`src/rtl/uart_tx_sched.sv`:
```
// uart_tx_sched: round-robin scheduler that hands 16-bit words from NCH
// requester channels to a single UART transmitter. It launches each word,
// waits for the transmitter to acknowledge with busy, and inserts a fixed idle
// gap between consecutive words.
//
// state     | meaning
// ----------+------------------------------------------------------------
// IDLE      | no word owned; arbitrate among valid & enabled channels
// LAUNCH    | word latched; strobe tx_ena for one clock
// WAIT_BUSY | waiting for tx_busy to rise, bounded by TMO_CYC clocks
// WAIT_DONE | transmitter shifting the word; wait for tx_busy to fall
// GAP       | mandatory idle spacing of GAP_CYC clocks before next grant
module uart_tx_sched #(
    parameter int NCH     = 4,
    parameter int GAP_CYC = 4,
    parameter int TMO_CYC = 16
) (
    input  logic              clock,
    input  logic              reset,
    input  logic [NCH-1:0]    ch_mask,
    input  logic [NCH-1:0]    req_valid,
    input  logic [16*NCH-1:0] req_data,
    output logic [NCH-1:0]    req_ready,
    output logic [15:0]       tx_data,
    output logic              tx_ena,
    input  logic              tx_busy,
    output logic [2:0]        grant_id,
    output logic              sched_busy,
    output logic              tmo_err
);

    typedef enum logic [2:0] {
        IDLE,
        LAUNCH,
        WAIT_BUSY,
        WAIT_DONE,
        GAP
    } state_t;

    // The timeout compare fires on the last allowed clock; GAP counts down to
    // zero, and a zero gap still spends one clock in GAP.
    localparam logic [7:0] TMO_LAST = 8'(TMO_CYC - 1);
    localparam logic [7:0] GAP_LOAD = (GAP_CYC == 0) ? 8'd0 : 8'(GAP_CYC - 1);
    localparam logic [2:0] LAST_RST = 3'(NCH - 1);

    state_t           r_state;
    logic [7:0]       r_cnt;
    logic [2:0]       r_last_grant;
    logic [2:0]       r_grant_id;
    logic [15:0]      r_tx_data;
    logic             r_tx_ena;
    logic             r_tmo_err;
    logic [NCH-1:0]   r_req_ready;

    logic [NCH-1:0]   w_elig;
    logic             w_found;
    logic [2:0]       w_win;
    logic [NCH-1:0]   w_onehot;
    logic [15:0]      w_word;

    assign w_elig = req_valid & ch_mask;

    // Round-robin pick: channels above the last grant first, then wrap to 0.
    always_comb begin
        w_found  = 1'b0;
        w_win    = '0;
        w_onehot = '0;
        w_word   = '0;
        for (int j = 0; j < NCH; j++) begin
            if (!w_found && w_elig[j] && (3'(j) > r_last_grant)) begin
                w_found     = 1'b1;
                w_win       = 3'(j);
                w_onehot[j] = 1'b1;
                w_word      = req_data[16*j +: 16];
            end
        end
        for (int j = 0; j < NCH; j++) begin
            if (!w_found && w_elig[j] && (3'(j) <= r_last_grant)) begin
                w_found     = 1'b1;
                w_win       = 3'(j);
                w_onehot[j] = 1'b1;
                w_word      = req_data[16*j +: 16];
            end
        end
    end

    // Scheduler FSM with registered strobes, latched word and shared counter.
    always_ff @(posedge clock or posedge reset) begin
        if (reset) begin
            r_state      <= IDLE;
            r_cnt        <= '0;
            r_last_grant <= LAST_RST;
            r_grant_id   <= '0;
            r_tx_data    <= '0;
            r_tx_ena     <= 1'b0;
            r_tmo_err    <= 1'b0;
            r_req_ready  <= '0;
        end else begin
            r_tx_ena    <= 1'b0;
            r_tmo_err   <= 1'b0;
            r_req_ready <= '0;
            case (r_state)
                IDLE: begin
                    if (w_found) begin
                        r_req_ready  <= w_onehot;
                        r_tx_data    <= w_word;
                        r_grant_id   <= w_win;
                        r_last_grant <= w_win;
                        r_state      <= LAUNCH;
                    end
                end
                LAUNCH: begin
                    r_tx_ena <= 1'b1;
                    r_cnt    <= '0;
                    r_state  <= WAIT_BUSY;
                end
                WAIT_BUSY: begin
                    if (tx_busy) begin
                        r_state <= WAIT_DONE;
                    end else if (r_cnt == TMO_LAST) begin
                        // Transmitter never took the word; drop it and move on.
                        r_tmo_err <= 1'b1;
                        r_cnt     <= GAP_LOAD;
                        r_state   <= GAP;
                    end else begin
                        r_cnt <= r_cnt + 8'd1;
                    end
                end
                WAIT_DONE: begin
                    if (!tx_busy) begin
                        r_cnt   <= GAP_LOAD;
                        r_state <= GAP;
                    end
                end
                GAP: begin
                    if (r_cnt == 8'd0) begin
                        r_state <= IDLE;
                    end else begin
                        r_cnt <= r_cnt - 8'd1;
                    end
                end
                default: r_state <= IDLE;
            endcase
        end
    end

    assign req_ready  = r_req_ready;
    assign tx_data    = r_tx_data;
    assign tx_ena     = r_tx_ena;
    assign grant_id   = r_grant_id;
    assign tmo_err    = r_tmo_err;
    assign sched_busy = (r_state != IDLE);

endmodule

```
`config.mk`:
```
export PLATFORM = sky130hd
export DESIGN_NAME = uart_tx_sched
export DESIGN_NICKNAME = d
export VERILOG_FILES = /design/src/rtl/uart_tx_sched.sv
export SDC_FILE = /design/constraint.sdc
export NUM_CORES = 1
export LEC_CHECK = 0
export CORE_ASPECT_RATIO = 0.6
export CORE_MARGIN = 1.5
export CORE_UTILIZATION = 60
export CTS_CLUSTER_SIZE = 10
export DETAILED_ROUTE_END_ITERATION = 7
export DONT_BUFFER_PORTS = 1
export HOLD_SLACK_MARGIN = 0.12
export PLACE_DENSITY_LB_ADDON = 0.05
export SYNTH_ARGS = -nofsm -noshare
export SYNTH_HDL_FRONTEND = slang
export SYNTH_SLANG_ARGS = --single-unit
```
`constraint.sdc`:
```
create_clock -name clock -period 3.35 [get_ports clock]
set_input_delay 1.005 -clock clock [delete_from_list [all_inputs] [get_ports clock]]
set_output_delay 1.005 -clock clock [all_outputs]
set_load 0.02 [all_outputs]
```
==> results by group <==
Clock tree
  – Clock slew at reported path FFs: roughly 0.080 ns
  – Number of resized instances in the post-cts repair step: 0
  – Hold bufs inserted after CTS: 0
  – Insertion delay to the later sink of the worst-skew pair: roughly 0.29 ns
  – Buffers inserted by post-CTS timing repair: 0
  – Clock buffer count from CTS: 5
  – Buffer type at the clock tree root: clkbuf_8
  – Number of H-tree levels: 2
  – Maximum clock path buffer count: 2
  – Clock tree from TritonCTS: yes
  – Number of sinks on the clock net: 37

Global route
  – Total congestion overflow: 0
  – Pin count of the biggest net entering global routing: 22
  – First-pass GRT wire length: 15300 um
  – GR Layer Usage met3: ~15%
  – Met2 capacity usage during global routing: between 50% and 60%
  – Met1 Use GR: 55.1%
  – Number of antenna violations at the first check in global routing: 0
  – All-layer global routing usage: ~37%
  – Vias in the first global route: slightly below 3000
  – Gr busiest metal: met1

Finish
  – Share of the core filled with cells: 64.7%
  – Area growth syn-to-layout: 2.17%
  – Final antenna diode count: 0
  – Share of final-layout standard cells stronger than drive strength 1: between 9 and 10%
  – Final std cells w/o fill: about 410
  – Total number of nets in the final design: 420

Yosys
  – Combined area of all synthesized cells: between 2000 and 3000 sq um
  – Number of flip-flops and latches in the synthesized netlist: 37
  – Number of enable-type register cells in the synthesized netlist: 0
  – Share of async-settable or async-resettable flops after synthesis: 100%
  – Post-Syn Area per Cell: about 8.1 sq um
  – Number of distinct library cells after synthesis: ~60
  – Yosys warning count: 0
  – Number of standard cells after synthesis: roughly 360
  – Leading register cell type out of synthesis: dfrtp_1
  – Portion of the post-synthesis area used by sequential elements: between 30% and 40%
  – Number of nets in the synthesized netlist: between 400 and 500

Power and ir drop
  – Standby leakage power: ~1.1 nW
  – Power density relative to cell area: 873 nW/um^2
  – VDD IR-drop max: ~360 uV

Floorplanning
  – Floorplan die area: ~5300 sq um
  – Number of top-level design ports: between 100 and 150
  – Vertical die dimension: between 50 and 60 um
  – Std cell rows: 19
  – Floorplan core area: ~4600 sq um
  – Die span in x: between 90 and 100 um
  – Effective utilization at floorplan: between 60% and 70%

Placement
  – Placed instance count: 398
  – DP HPWL: ~6800 um
  – Port buffer count: 0
  – GPL Wtd Cong: between 0.9 and 1

Drt
  – Post-detailed-route DRC marker count: 0
  – Overall via count from detail_route: about 3100
  – Routed length per placed instance: around 24 um
  – Initial DRT Pass Iterations: 5
  – Via-to-Cell Ratio: 7.62
  – Antenna-violating nets left: 0
  – Final WL: just under 10000 um
  – Starting DRT DRC Count: between 400 and 500

Timing
  – Slew margin rel.: 25.6%
  – Count of endpoints failing hold in the final timing report: 0
  – Transition time at the pin with the least slew margin: between 1 and 1.5 ns
  – RSZ-0062 raised after global routing: no
  – Final Max Tran Viols: 0
  – Final setup TNS: 0 ns
  – Post-layout minimum cycle time: around 2.6 ns
  – Maximum clock frequency: 383 MHz
  – Worst Clk Skew: about 0.011 ns
  – Finish-stage setup viols: 0
  – Final worst path period share: 77.9%

Setup path
  – Critical path buffer and inverter count: 2
  – Delay of the slowest cell on the worst path: slightly below 0.9 ns
  – Cell class contributing the biggest share of worst-path delay: compound AO/OA/AOI/OAI gates
  – Required time of the critical path: 3.55 ns
  – Largest fanout on the critical path: 21
  – Startpoint types: flip-flop
  – Data arrival time of the worst path: roughly 2.8 ns
  – Cell type of the slowest stage on the worst timing path: a21oi_2
  – Critical Path, Cell by Cell: nor3_4 > buf_4 > inv_1 > a21oi_2 > o21ai_0 > a41oi_1
  – Critical path class: flip-flop to flip-flop
  – Endpoint type of the worst setup path: flip-flop

Job
  – Maximum Capacitance Violations: 0

Status
  – Outcome: complete, no violations

Min path
  – Type of the most critical hold path: flip-flop to flip-flop
-- state kept, by name, indices dropped and copies added (netlist names) --
register,cells
tmo_err,1
req_ready,4
r_cnt,8
r_last_grant,2
grant_id,2
tx_data,16
tx_ena,1
r_state,3
-- final cells by class --
class	count	area (sq um)
Multi-Input combinational cell	286	1800
Fill cell	386	1640
Sequential cell	37	928
Clock buffer	7	96.3
Tap cell	63	78.8
Timing Repair Buffer	8	72.6
Inverter	4	15.0
Clock inverter	1	5.00
-- where the power goes --
| group | internal (mW) | total, mW | switching, mW | leakage (nW) |
|---|---|---|---|---|
| Combinational | 0.476 | 1.21 | 0.735 | 0.583 |
| Clock | 0.186 | 0.351 | 0.164 | 0.0542 |
| Sequential | 0.645 | 1.06 | 0.413 | 0.450 |
-- placed cells by master, fill, tap and decap left out, drive strengths merged, types with 5 or more instances in the layout --
master  synthesis  final
nand2          39     39
o21ai          38     38
dfrtp          35     35
nor2           33     33
a21oi          28     28
nand3          23     23
a41oi          16     16
o221ai         16     16
a32oi          13     13
buf            24      8
clkbuf         10      7
nor3            7      7
nand4           5      5
o31ai           5      5
-- path summary, 6_finish.rpt --
| kind | startpoint | to | slack, ns | depth (start not counted) |
|---|---|---|---|---|
| min | r_cnt[2] | r_cnt[2] | 0.61 | 1 |
| min reg2reg | r_cnt[2] | r_cnt[2] | 0.61 | 1 |
| min in group asynchronous | reset | tx_data[3] | 0.72 | 1 |
| max reg2reg | r_state[2] | tx_data[9] | 0.74 | 6 |
| max in group asynchronous | reset | tx_data[11] | 2.04 | 2 |
| max | r_state[2] | tx_data[9] | 0.74 | 6 |
-- cell usage after synthesis (3+ instances only) --
cell	count	area (sq um)
a211oi_1	4	30.0
a22oi_1	4	30.0
a32oi_1	13	114
o31ai_1	5	37.5
nand3_1	23	115
buf_4	5	37.5
nor3_1	6	30.0
o221ai_1	16	140
dfrtp_1	35	876
a41oi_1	16	140
a21oi_1	28	140
nor2_1	32	120
buf_2	13	65.1
o21ai_0	23	115
clkbuf_1	10	37.5
nand3b_1	3	22.5
nor4_1	3	18.8
nand4_1	5	31.3
inv_1	4	15.0
nand2_1	39	146
a221o_1	3	30.0
ha_1	3	37.5
buf_6	6	67.6
o21a_1	3	22.5
o21ai_1	15	75.1
-- metrics by stage --
step | cell area [sq um] | total power, mW | hold WS, ns | setup slack (ns)
2_1_floorplan | 2940 | 1.99 | 0.486 | 1.04
3_3_place_gp | 2900 | 2.20 | 0.549 | 0.775
3_5_place_dp | 2900 | 2.22 | 0.593 | 0.681
4_1_cts | 3000 | 2.58 | 0.603 | 0.816
5_1_grt | 3000 | 2.78 | 0.632 | 0.593
6_report | 3000 | 2.62 | 0.611 | 0.741
-- metal layers --
metal	share of wire, %	routed length, um	vias up
li1	-	-	1372
met1	42	4070	1418
met2	39	3840	285
met3	18	1730	19
met4	1.1	110	0
met5	0	0	-
-- cells by family after synthesis --
kind of cell               Yosys count  synth area share (%)
AOI/OAI and AO/OA                  146                  35.0
and+or+nand+nor                    136                  24.4
buffers and inverters               38                  7.59
DFF                                 37                  31.6
adders and majority gates            3                  1.28
other                                1                 0.128
Note: power is estimated with default switching activity, not from simulation.
